===== src/rtl/write_arbiter.sv =====
// Two-master AXI write-path arbiter: round-robin grant, one AW/W/B transaction at a time,
// target-slave decode and burst-length checking on the granted master's W stream.
module write_arbiter (
   input  logic        ACLK,
   input  logic        ARESETn,
   input  logic [31:0] AWADDR_M1,
   input  logic [31:0] AWADDR_M2,
   input  logic        AWVALID_M1,
   input  logic        AWVALID_M2,
   input  logic        AWREADY_M1,
   input  logic        AWREADY_M2,
   input  logic [3:0]  AWLEN_M1,
   input  logic [3:0]  AWLEN_M2,
   input  logic        WVALID_M1,
   input  logic        WVALID_M2,
   input  logic        WREADY_M1,
   input  logic        WREADY_M2,
   input  logic        WLAST_M1,
   input  logic        WLAST_M2,
   input  logic        BVALID_M1,
   input  logic        BVALID_M2,
   input  logic        BREADY_M1,
   input  logic        BREADY_M2,
   output logic [1:0]  W_grant,
   output logic [2:0]  W_slave,
   output logic [1:0]  cs,
   output logic        len_err
);

   localparam logic [1:0] IDLE = 2'd0;
   localparam logic [1:0] ADDR = 2'd1;
   localparam logic [1:0] DATA = 2'd2;
   localparam logic [1:0] RESP = 2'd3;

   localparam logic [1:0] GRANT_NONE = 2'b00;
   localparam logic [1:0] GRANT_M1   = 2'b01;
   localparam logic [1:0] GRANT_M2   = 2'b10;

   localparam logic [3:0] CNT_MAX = 4'd15;

   // Index 0 = M1, index 1 = M2, so the granted master is picked with grant_q[1].
   logic [31:0] awaddr_m  [2];
   logic [3:0]  awlen_m   [2];
   logic        awvalid_m [2];
   logic        awready_m [2];
   logic        wvalid_m  [2];
   logic        wready_m  [2];
   logic        wlast_m   [2];
   logic        bvalid_m  [2];
   logic        bready_m  [2];

   assign awaddr_m[0]  = AWADDR_M1;
   assign awaddr_m[1]  = AWADDR_M2;
   assign awlen_m[0]   = AWLEN_M1;
   assign awlen_m[1]   = AWLEN_M2;
   assign awvalid_m[0] = AWVALID_M1;
   assign awvalid_m[1] = AWVALID_M2;
   assign awready_m[0] = AWREADY_M1;
   assign awready_m[1] = AWREADY_M2;
   assign wvalid_m[0]  = WVALID_M1;
   assign wvalid_m[1]  = WVALID_M2;
   assign wready_m[0]  = WREADY_M1;
   assign wready_m[1]  = WREADY_M2;
   assign wlast_m[0]   = WLAST_M1;
   assign wlast_m[1]   = WLAST_M2;
   assign bvalid_m[0]  = BVALID_M1;
   assign bvalid_m[1]  = BVALID_M2;
   assign bready_m[0]  = BREADY_M1;
   assign bready_m[1]  = BREADY_M2;

   logic [1:0]  state_q, state_d;
   logic [1:0]  grant_q, grant_d;
   logic        last_m2_q, last_m2_d;
   logic [31:0] addr_q, addr_d;
   logic [3:0]  len_q, len_d;
   logic [3:0]  cnt_q, cnt_d;
   logic        len_err_q, len_err_d;

   logic        sel;
   logic        aw_hs;
   logic        w_hs;
   logic        w_last;
   logic        b_hs;
   logic        any_aw;
   logic        both_aw;

   assign sel     = grant_q[1];
   assign aw_hs   = awvalid_m[sel] & awready_m[sel];
   assign w_hs    = wvalid_m[sel] & wready_m[sel];
   assign w_last  = wlast_m[sel];
   assign b_hs    = bvalid_m[sel] & bready_m[sel];
   assign any_aw  = AWVALID_M1 | AWVALID_M2;
   assign both_aw = AWVALID_M1 & AWVALID_M2;

   // The slave map only looks at the upper half of the address.
   logic unused_addr_bits;
   assign unused_addr_bits = ^{AWADDR_M1[15:0], AWADDR_M2[15:0], addr_q[15:0]};

   function automatic logic [2:0] decode_slave(input logic [15:0] hi);
      logic [2:0] slv;
      slv = 3'd7;
      if (hi == 16'h0001)
         slv = 3'd1;
      else if (hi == 16'h0002)
         slv = 3'd2;
      else if (hi == 16'h1000)
         slv = 3'd3;
      else if (hi == 16'h1001)
         slv = 3'd4;
      else if (hi[15:8] == 8'h20)
         slv = 3'd5;
      return slv;
   endfunction

   // State and datapath registers
   always_ff @(posedge ACLK) begin
      if (ARESETn) begin
         state_q   <= IDLE;
         grant_q   <= GRANT_NONE;
         last_m2_q <= 1'b1;
         addr_q    <= 32'd0;
         len_q     <= 4'd0;
         cnt_q     <= 4'd0;
         len_err_q <= 1'b0;
      end else begin
         state_q   <= state_d;
         grant_q   <= grant_d;
         last_m2_q <= last_m2_d;
         addr_q    <= addr_d;
         len_q     <= len_d;
         cnt_q     <= cnt_d;
         len_err_q <= len_err_d;
      end
   end

   // Next-state logic
   always_comb begin
      state_d = state_q;
      case (state_q)
         IDLE: if (any_aw)          state_d = ADDR;
         ADDR: if (aw_hs)           state_d = DATA;
         DATA: if (w_hs && w_last)  state_d = RESP;
         RESP: if (b_hs)            state_d = IDLE;
         default:                   state_d = IDLE;
      endcase
   end

   // Grant, latches, beat counter and length check
   always_comb begin
      grant_d   = grant_q;
      last_m2_d = last_m2_q;
      addr_d    = addr_q;
      len_d     = len_q;
      cnt_d     = cnt_q;
      len_err_d = 1'b0;
      case (state_q)
         IDLE: begin
            if (both_aw)
               grant_d = last_m2_q ? GRANT_M1 : GRANT_M2;
            else if (AWVALID_M1)
               grant_d = GRANT_M1;
            else if (AWVALID_M2)
               grant_d = GRANT_M2;
         end
         ADDR: begin
            if (aw_hs) begin
               addr_d = awaddr_m[sel];
               len_d  = awlen_m[sel];
               cnt_d  = 4'd0;
            end
         end
         DATA: begin
            if (w_hs) begin
               len_err_d = w_last ? (cnt_q != len_q) : (cnt_q == len_q);
               if (w_last)
                  cnt_d = 4'd0;
               else if (cnt_q != CNT_MAX)
                  cnt_d = cnt_q + 4'd1;
            end
         end
         RESP: begin
            if (b_hs) begin
               last_m2_d = grant_q[1];
               grant_d   = GRANT_NONE;
            end
         end
         default: ;
      endcase
   end

   // Outputs
   always_comb begin
      cs      = state_q;
      len_err = len_err_q;
      W_grant = GRANT_NONE;
      W_slave = 3'd0;
      case (state_q)
         ADDR: begin
            W_grant = grant_q;
            W_slave = decode_slave(awaddr_m[sel][31:16]);
         end
         DATA, RESP: begin
            W_grant = grant_q;
            W_slave = decode_slave(addr_q[31:16]);
         end
         default: ;
      endcase
   end

endmodule


===== config.mk =====
export PLATFORM = sky130hd
export DESIGN_NAME = write_arbiter
export DESIGN_NICKNAME = d
export VERILOG_FILES = /design/src/rtl/write_arbiter.sv
export SDC_FILE = /design/constraint.sdc
export NUM_CORES = 1
export LEC_CHECK = 0
export ABC_AREA = 1
export CORE_ASPECT_RATIO = 1.5
export CORE_UTILIZATION = 45
export CTS_BUF_LIST = sky130_fd_sc_hd__clkbuf_8
export CTS_CLUSTER_DIAMETER = 60
export DETAILED_ROUTE_END_ITERATION = 8
export PLACE_DENSITY = 0.9
export SLEW_MARGIN = 20
export SYNTH_ARGS = -nofsm -noshare
export SYNTH_HDL_FRONTEND = slang
export SYNTH_SLANG_ARGS = --single-unit

===== constraint.sdc =====
create_clock -name ACLK -period 3.55 [get_ports ACLK]
set_input_delay 0.71 -clock ACLK [delete_from_list [all_inputs] [get_ports ACLK]]
set_output_delay 0.71 -clock ACLK [all_outputs]
set_load 0.03 [all_outputs]

==> flow_results.xml, run 1 <==
<?xml version="1.0" encoding="UTF-8"?>
<metrics>
  <group name="status">
    <metric name="run_status" unit="">finished, violations left</metric>
    <metric name="violated_checks" unit="">design-rule violations</metric>
  </group>
  <group name="synth">
    <metric name="yosysSeqAreaShare" unit="%">28.9</metric>
    <metric name="net_count_after_synthesis" unit="">411</metric>
    <metric name="synth_largest_area_cell" unit="">sky130_fd_sc_hd__dfxtp_1</metric>
    <metric name="synth.area.mux_share" unit="%">0</metric>
    <metric name="synth_compound_area_share" unit="%">13.4</metric>
    <metric name="mappedNetlistArea" unit="mm2">0.00208</metric>
    <metric name="synth-seq-cells" unit="">30</metric>
    <metric name="synth.distinct_cells" unit="">31</metric>
    <metric name="synth-adder-area-share" unit="%">3.61</metric>
    <metric name="synth-main-ff-cell" unit="">sky130_fd_sc_hd__dfxtp_1</metric>
    <metric name="synthesis.instances" unit="">317</metric>
    <metric name="synthDominantCellAreaShare" unit="%">28.9</metric>
    <metric name="synthesis.yosys.warnings" unit="">0</metric>
    <metric name="synth_edf_count" unit="">0</metric>
    <metric name="synth_xor_xnor_area_share" unit="%">2.11</metric>
    <metric name="synth_area_per_cell" unit="um2">6.56</metric>
    <metric name="synth_simple_gate_area_share" unit="%">38.4</metric>
    <metric name="synth-async-reset-ratio" unit="%">0</metric>
    <metric name="largest_cells_by_area_after_synthesis" unit="">sky130_fd_sc_hd__dfxtp_1 29%, sky130_fd_sc_hd__nand2_1 14%, sky130_fd_sc_hd__inv_1 8.3%, sky130_fd_sc_hd__nor2_1 7.0%, sky130_fd_sc_hd__a211oi_1 4.7%</metric>
    <metric name="combinational_family_with_the_most_area_after_synthesis" unit="">simple AND/OR/NAND/NOR gates</metric>
  </group>
  <group name="final_layout">
    <metric name="final_layout_size_suffix_gt1_share" unit="%">10.5</metric>
    <metric name="fillCellCount" unit="">371</metric>
    <metric name="antenna_fix_cells" unit="">0</metric>
    <metric name="multi_input_comb_area" unit="mm2">0.00119</metric>
    <metric name="synthToLayoutAreaGrowth" unit="%">34.0</metric>
    <metric name="non_filler_cell_area_final" unit="mm2">0.00279</metric>
    <metric name="seq_area" unit="um2">601</metric>
    <metric name="nets" unit="">473</metric>
  </group>
  <group name="worst_hold_path">
    <metric name="holdPathEnd" unit="">grant_q[0]</metric>
    <metric name="worst_hold_path_type" unit="">reg -&gt; reg</metric>
    <metric name="hold_depth" unit="">2</metric>
    <metric name="hold_path.startpoint" unit="">grant_q[0]</metric>
  </group>
  <group name="clock_network">
    <metric name="clock_tree.htree_level_count" unit="">2</metric>
    <metric name="clkLatencyLatePin" unit="ns">0.29</metric>
    <metric name="clk_pin_slew" unit="ns">0.06</metric>
    <metric name="cts_hold_buffers" unit="">0</metric>
    <metric name="root_buffer" unit="">sky130_fd_sc_hd__clkbuf_8</metric>
    <metric name="cts_sinks" unit="">30</metric>
    <metric name="post_cts_resized" unit="">0</metric>
    <metric name="clockBufferDepth" unit="">2</metric>
    <metric name="tritoncts.num_buffers" unit="">5</metric>
    <metric name="cts_tree" unit="">yes</metric>
    <metric name="post_cts.repair.setup_buffers" unit="">0</metric>
  </group>
  <group name="timing">
    <metric name="grt_setup_unrepaired" unit="">false</metric>
    <metric name="period_share" unit="%">92.8</metric>
    <metric name="maxSlewViolCount" unit="">0</metric>
    <metric name="report.final.hold_viol_count" unit="">0</metric>
    <metric name="max_slew.worst_pin.slew" unit="ns">0.515</metric>
    <metric name="finClkSkew" unit="ns">0.00412</metric>
    <metric name="max_freq" unit="MHz">303</metric>
    <metric name="fin_tns_setup" unit="ns">0</metric>
    <metric name="max_slew_margin" unit="%">65.6</metric>
    <metric name="min_clock_period_post_route" unit="ns">3.30</metric>
    <metric name="report.final.setup_viol" unit="">0</metric>
  </group>
  <group name="place">
    <metric name="globalplace.congestion" unit="">0.910</metric>
    <metric name="postPlaceCellArea" unit="mm2">0.00269</metric>
    <metric name="dp_hpwl" unit="mm">3.95</metric>
    <metric name="portBuffers" unit="">63</metric>
  </group>
  <group name="global_route">
    <metric name="first_global_vias" unit="">2107</metric>
    <metric name="globalRouteTotalUtil" unit="%">22.4</metric>
    <metric name="first_pass_grt_wire_length" unit="mm">8.59</metric>
    <metric name="globalRouteOverflowTotal" unit="">0</metric>
    <metric name="largest_net_degree_at_the_start_of_global_routing" unit="">36</metric>
    <metric name="initial_antenna_violation_count" unit="">0</metric>
  </group>
  <group name="worst_setup_path">
    <metric name="number_of_cell_instances_on_the_worst_register_to_register_path" unit="">6</metric>
    <metric name="cp-end-kind" unit="">output pin</metric>
    <metric name="crit_type" unit="">in -&gt; out</metric>
    <metric name="launching_point_of_the_worst_reg2reg_path" unit="">grant_q[1]</metric>
    <metric name="crit-reg2reg-capture" unit="">addr_q[25]</metric>
    <metric name="critical_path_required" unit="ns">2.84</metric>
    <metric name="cp_data_arrival_time" unit="ns">2.59</metric>
    <metric name="path_max_fanout" unit="">5</metric>
    <metric name="r2r_setup_slack" unit="ns">1.76</metric>
    <metric name="setup.worst_path.start_class" unit="">primary input</metric>
    <metric name="critPathLaunch" unit="">AWADDR_M2[25]</metric>
  </group>
  <group name="power_and_ir_drop">
    <metric name="p_per_area" unit="mW/mm2">618</metric>
    <metric name="leakage" unit="nW">1.32</metric>
    <metric name="peakVddDrop" unit="mV">0.335</metric>
  </group>
  <group name="flow_run">
    <metric name="timing.max_cap.violations" unit="">0</metric>
  </group>
  <group name="detailed_routing">
    <metric name="postRouteAntennaNets" unit="">0</metric>
    <metric name="route.detailed.wl_per_inst" unit="um">11.7</metric>
    <metric name="vias_per_cell" unit="">5.14</metric>
    <metric name="drt-initial-drc-count" unit="">73</metric>
    <metric name="vias" unit="">2191</metric>
    <metric name="drt-total-wl" unit="mm">4.97</metric>
    <metric name="count_of_tritonroute_iterations_in_the_first_routing_pass" unit="">6</metric>
    <metric name="drc_errors" unit="">3</metric>
  </group>
  <group name="floorplan">
    <metric name="die_x" unit="um">57.5</metric>
    <metric name="fp.coreArea" unit="mm2">0.00432</metric>
    <metric name="area_of_the_die" unit="mm2">0.00490</metric>
    <metric name="io_pins" unit="">96</metric>
    <metric name="die_height" unit="um">85.3</metric>
    <metric name="fp-row-count" unit="">29</metric>
    <metric name="floorplan.initialDensity" unit="%">48.2</metric>
  </group>
</metrics>
## cells by family after synthesis
logic type	count (synthesis)
buffers and inverters	59
adder cells (fa/ha/maj)	6
XOR/XNOR	5
AO/OA/AOI/OAI	46
flip-flops	30
AND/OR/NAND/NOR	171
## worst max-delay path, stage by stage
cell	delay (ns)
sky130_fd_sc_hd__clkdlybuf4s50_1	0.45
sky130_fd_sc_hd__inv_1	0.04
sky130_fd_sc_hd__nand2_1	0.04
sky130_fd_sc_hd__o21ai_0	0.10
sky130_fd_sc_hd__nand2_1	0.13
sky130_fd_sc_hd__nor2_4	0.06
sky130_fd_sc_hd__nand4_1	0.11
sky130_fd_sc_hd__nand3_1	0.09
sky130_fd_sc_hd__a21oi_1	0.16
sky130_fd_sc_hd__clkdlybuf4s50_1	0.69
## power breakdown
group / internal [mW] / switching, mW
Combinational: 0.359 / 0.603
Sequential: 0.407 / 0.0694
Clock: 0.153 / 0.130
## per-stage QoR
stage	std cells	setup slack, ns	power (mW)	hold WS [ns]	util, %
floorplan	317	1.10	1.22	0.430	-
global placement	418	0.196	1.41	0.446	62.3
detailed placement	418	0.175	1.44	0.449	62.3
CTS	426	0.172	1.73	0.459	64.4
global route	426	0.110	1.86	0.508	64.5
finish	426	0.255	1.72	0.462	64.5
## metal layers
layer | global-route usage [%] | wire [um] | up-vias
li1 | - | - | 1129
met1 | 23.8 | 1930 | 971
met2 | 41.2 | 2590 | 77
met3 | 4.12 | 310 | 14
met4 | 10.4 | 142 | 0
met5 | 0 | 0 | -
## final cells by class
type / count / share of cell area, %
clock buffers: 6 / 2.96
clock inverters: 2 / 0.314
inverters: 49 / 6.87
multi-input cells: 228 / 42.9
flip-flops and latches: 30 / 21.6
well taps: 46 / 2.07
repair buffers: 65 / 23.3
## layout by cell type, fill, tap and decap left out, drive strengths merged
master         Yosys  final
a211oi            13     13
a21oi             14     14
a31oi              4      4
buf                8      2
clkbuf             2      6
clkdlybuf4s50      0     61
clkinv             0      1
dfxtp             30     30
dlymetal6s2s       0      2
ha                 6      6
inv               49     50
nand2             90     90
nand3             22     22
nand4              5      5
nor2              45     45
nor3               7      7
o2111ai            1      1
o21ai             12     12
o21bai             1      1
o221ai             1      1
or2                2      2
xor2               5      5
## Yosys cell counts (3+ instances only)
| master | number |
|---|---|
| sky130_fd_sc_hd__a211oi_1 | 13 |
| sky130_fd_sc_hd__a21oi_1 | 14 |
| sky130_fd_sc_hd__a31oi_1 | 4 |
| sky130_fd_sc_hd__buf_6 | 4 |
| sky130_fd_sc_hd__dfxtp_1 | 30 |
| sky130_fd_sc_hd__ha_1 | 6 |
| sky130_fd_sc_hd__inv_1 | 46 |
| sky130_fd_sc_hd__nand2_1 | 75 |
| sky130_fd_sc_hd__nand2_2 | 15 |
| sky130_fd_sc_hd__nand3_1 | 19 |
| sky130_fd_sc_hd__nand3_2 | 3 |
| sky130_fd_sc_hd__nand4_1 | 4 |
| sky130_fd_sc_hd__nor2_1 | 39 |
| sky130_fd_sc_hd__nor2_2 | 4 |
| sky130_fd_sc_hd__nor3_1 | 5 |
| sky130_fd_sc_hd__o21ai_0 | 12 |
| sky130_fd_sc_hd__xor2_1 | 5 |
## flip-flops by register name (all words and copies together), names as in the netlist
signal / flops
cs: 2
cnt_q: 4
len_err: 1
last_m2_q: 1
addr_q: 16
len_q: 4
grant_q: 2
## worst max-delay path by stage
stage / cells past startpoint / to / slack (ns)
floorplan: 10 / W_slave[1] / 1.10
global placement: 12 / W_slave[2] / 0.20
detailed placement: 12 / W_slave[2] / 0.17
CTS: 12 / W_slave[2] / 0.17
global route: 10 / W_slave[0] / 0.11
finish: 10 / W_slave[0] / 0.25
No activity file was read; power rests on OpenSTA's default activity.
==> run 2: changes to the inputs <==
Settings changed: CORE_UTILIZATION 45 to 43, PLACE_DENSITY 0.9 to 0.87.
Clock period 3.55 ns to 3.66 ns, I/O delays scaled along.
==> run 2 against run 1 <==
  * The run now ends clean
  * Core utilization is 3.3 points lower
  * Clock skew is 0.00086 ns higher
  * Count of clock-buffer cells in the layout stayed put
  * Register-to-register slack worse by 0.03 ns
  * Global-route usage is 1.3 points lower
  * Die area is 4.5% higher
  * Via count is 2.1% lower
  * Cell area is 0.63% higher
  * Sequential power is 4% lower
  * Non-clock buffer count stayed put
  * Total power is 3.1% lower
  * Final cell count is 4.2% higher
  * Critical endpoint is now W_slave[1]
  * Largest cell class unchanged
==> flow_results.xml, run 2 (synthesis results as in run 1) <==
<?xml version="1.0" encoding="UTF-8"?>
<metrics>
  <group name="status">
    <metric name="run_status" unit="">finished clean</metric>
  </group>
  <group name="timing">
    <metric name="finClkSkew" unit="ns">0.00498</metric>
    <metric name="period_share" unit="%">93.5</metric>
    <metric name="report.final.setup_viol" unit="">0</metric>
    <metric name="grt_setup_unrepaired" unit="">false</metric>
    <metric name="max_freq" unit="MHz">292</metric>
    <metric name="min_clock_period_post_route" unit="ns">3.42</metric>
    <metric name="report.final.hold_viol_count" unit="">0</metric>
    <metric name="max_slew_margin" unit="%">64.9</metric>
    <metric name="maxSlewViolCount" unit="">0</metric>
    <metric name="fin_tns_setup" unit="ns">0</metric>
    <metric name="max_slew.worst_pin.slew" unit="ns">0.526</metric>
  </group>
  <group name="floorplan">
    <metric name="fp-row-count" unit="">30</metric>
    <metric name="die_height" unit="um">87.2</metric>
    <metric name="die_x" unit="um">58.8</metric>
    <metric name="area_of_the_die" unit="mm2">0.00512</metric>
    <metric name="io_pins" unit="">96</metric>
    <metric name="floorplan.initialDensity" unit="%">45.4</metric>
    <metric name="fp.coreArea" unit="mm2">0.00458</metric>
  </group>
  <group name="power_and_ir_drop">
    <metric name="power.share.switching" unit="%">46.5</metric>
    <metric name="leakage" unit="nW">1.29</metric>
    <metric name="p_clk_share" unit="%">16.3</metric>
    <metric name="total_power" unit="mW">1.67</metric>
    <metric name="p_comb_share" unit="%">56.2</metric>
    <metric name="p_sw" unit="mW">0.775</metric>
    <metric name="power_frac_seq" unit="%">27.5</metric>
    <metric name="peakVddDrop" unit="mV">0.394</metric>
    <metric name="internal-power" unit="mW">0.893</metric>
    <metric name="p_per_area" unit="mW/mm2">595</metric>
  </group>
  <group name="global_route">
    <metric name="initial_antenna_violation_count" unit="">0</metric>
    <metric name="first_pass_grt_wire_length" unit="mm">8.38</metric>
    <metric name="globalRouteOverflowTotal" unit="">0</metric>
    <metric name="gr-max-usage-layer" unit="">met2</metric>
    <metric name="globalRouteTotalUtil" unit="%">21.1</metric>
    <metric name="global_route.usage.met3" unit="%">4.01</metric>
    <metric name="groute.layer.met1.usage" unit="%">23.8</metric>
    <metric name="largest_net_degree_at_the_start_of_global_routing" unit="">36</metric>
    <metric name="first_global_vias" unit="">1969</metric>
    <metric name="grtUsageMet2" unit="%">38.5</metric>
  </group>
  <group name="worst_setup_path">
    <metric name="path_max_fanout" unit="">5</metric>
    <metric name="crit_path_max_delay_cell_type" unit="">sky130_fd_sc_hd__clkdlybuf4s50_1</metric>
    <metric name="crit_type" unit="">in -&gt; out</metric>
    <metric name="crit_family" unit="">buffers and inverters</metric>
    <metric name="critical_path_required" unit="ns">2.93</metric>
    <metric name="cp-end-kind" unit="">output pin</metric>
    <metric name="max_incr_delay_on_cp" unit="ns">0.69</metric>
    <metric name="cp_num_buf_inv" unit="">3</metric>
    <metric name="setup.worst_path.start_class" unit="">primary input</metric>
    <metric name="cp_data_arrival_time" unit="ns">2.69</metric>
    <metric name="critPathMostFrequentCell" unit="">sky130_fd_sc_hd__nand2_1</metric>
    <metric name="path_cells" unit="">clkdlybuf4s50_1, inv_1, nand2_1, o21ai_0, nand2_1, nor2_4, nand2_1, nor2_2, nor2_2, nand3_1, a21oi_1, clkdlybuf4s50_1</metric>
  </group>
  <group name="final_layout">
    <metric name="seq_area" unit="um2">601</metric>
    <metric name="reg.largest.list" unit="">addr_q x16, cnt_q x4, len_q x4</metric>
    <metric name="fillCellCount" unit="">429</metric>
    <metric name="finish.cell_count_without_fillers" unit="">444</metric>
    <metric name="nets" unit="">473</metric>
    <metric name="multi_input_comb_area" unit="mm2">0.00119</metric>
    <metric name="largest_register_ffs" unit="">16</metric>
    <metric name="post_layout_utilization_of_the_core" unit="%">61.2</metric>
    <metric name="antenna_fix_cells" unit="">0</metric>
    <metric name="largest_register_by_flop_count" unit="">addr_q</metric>
    <metric name="final_layout_size_suffix_gt1_share" unit="%">10.5</metric>
    <metric name="mostFrequentLayoutCells" unit="">75 x sky130_fd_sc_hd__nand2_1, 63 x sky130_fd_sc_hd__clkdlybuf4s50_1, 47 x sky130_fd_sc_hd__inv_1, 39 x sky130_fd_sc_hd__nor2_1, 30 x sky130_fd_sc_hd__dfxtp_1</metric>
    <metric name="synthToLayoutAreaGrowth" unit="%">34.8</metric>
    <metric name="most_common_cell_after_layout_fill_and_taps_aside" unit="">sky130_fd_sc_hd__nand2_1</metric>
  </group>
  <group name="place">
    <metric name="globalplace.congestion" unit="">0.909</metric>
    <metric name="dp_hpwl" unit="mm">3.90</metric>
    <metric name="portBuffers" unit="">63</metric>
    <metric name="placed_cells_incl_taps" unit="">436</metric>
  </group>
  <group name="clock_network">
    <metric name="root_buffer" unit="">sky130_fd_sc_hd__clkbuf_8</metric>
    <metric name="cts_sinks" unit="">30</metric>
    <metric name="tritoncts.num_buffers" unit="">5</metric>
    <metric name="cts_hold_buffers" unit="">0</metric>
    <metric name="post_cts_resized" unit="">0</metric>
    <metric name="clk_pin_slew" unit="ns">0.06</metric>
    <metric name="clock_tree.htree_level_count" unit="">2</metric>
    <metric name="post_cts.repair.setup_buffers" unit="">0</metric>
    <metric name="clockBufferDepth" unit="">2</metric>
    <metric name="cts_tree" unit="">yes</metric>
    <metric name="clkLatencyLatePin" unit="ns">0.28</metric>
  </group>
  <group name="detailed_routing">
    <metric name="route.detailed.wl_per_inst" unit="um">11.3</metric>
    <metric name="vias_per_cell" unit="">4.83</metric>
    <metric name="count_of_tritonroute_iterations_in_the_first_routing_pass" unit="">4</metric>
    <metric name="postRouteAntennaNets" unit="">0</metric>
    <metric name="drc_errors" unit="">0</metric>
    <metric name="drt-initial-drc-count" unit="">48</metric>
    <metric name="drt-total-wl" unit="mm">5.01</metric>
    <metric name="vias" unit="">2146</metric>
  </group>
  <group name="worst_hold_path">
    <metric name="worst_hold_path_type" unit="">reg -&gt; reg</metric>
  </group>
  <group name="flow_run">
    <metric name="timing.max_cap.violations" unit="">0</metric>
  </group>
</metrics>
run 2: changes by cell type in the layout (fill, tap and decap cells not counted):
cell,change
sky130_fd_sc_hd__clkdlybuf4s50_1,+2
sky130_fd_sc_hd__dlymetal6s2s_1,-2
run 2: metrics by stage:
stage | cell area, um2 | hold WS, ns | worst slack [ns]
after floorplan | 2080 | 0.430 | 1.16
final | 2800 | 0.453 | 0.237
after detailed placement | 2710 | 0.452 | 0.242
after global routing | 2800 | 0.507 | 0.112
after global placement | 2710 | 0.444 | 0.261
after CTS | 2800 | 0.458 | 0.241
run 2: path summary, 6_finish.rpt:
path                            slack [ns]    endpoint     startpoint  cells past startpoint
worst max-delay path                  0.24  W_slave[1]  AWADDR_M2[25]                     12
worst min-delay path                  0.45  grant_q[0]     grant_q[0]                      2
worst max register to register        1.73    len_q[0]     grant_q[1]                      7
worst min register to register        0.45  grant_q[0]     grant_q[0]                      2
run 2: area by class of cell:
| class | instances | area share, % |
|---|---|---|
| Multi-Input combinational cell | 228 | 42.6 |
| Tap cell | 64 | 2.86 |
| Clock inverter | 2 | 0.312 |
| Sequential cell | 30 | 21.4 |
| Timing Repair Buffer | 65 | 23.0 |
| Clock buffer | 6 | 2.95 |
| Inverter | 49 | 6.83 |
run 2: power groups by stage:
stage                     registers (mW)  clock network (mW)  logic [mW]
after floorplan                    0.458                   0       0.727
after global placement             0.464                   0       0.908
after detailed placement           0.467                   0       0.929
after CTS                          0.459               0.271       0.933
after global routing               0.471               0.284        1.05
final                              0.459               0.271       0.937
run 2: routing by layer:
metal / up-vias / wire length, um
met3: 7 / 197
li1: 1132 / -
met1: 949 / 2070
met2: 58 / 2660
met4: 0 / 90
met5: - / 0
run 2: worst reg2reg max path: stages (launching register included):
cell	delay (ns)
sky130_fd_sc_hd__dfxtp_1	0.57
sky130_fd_sc_hd__buf_4	0.26
sky130_fd_sc_hd__nand3_1	0.12
sky130_fd_sc_hd__nand2_1	0.10
sky130_fd_sc_hd__nand2_2	0.10
sky130_fd_sc_hd__inv_2	0.42
sky130_fd_sc_hd__o21ai_0	0.16
sky130_fd_sc_hd__a31oi_1	0.16
==> run 3: changes to the inputs <==
Settings changed: HOLD_SLACK_MARGIN set to 0.05, SETUP_SLACK_MARGIN set to 0.02.
==> results of run 3 <==
No change in the layout: final DEF, timing and power equal those of run 2.
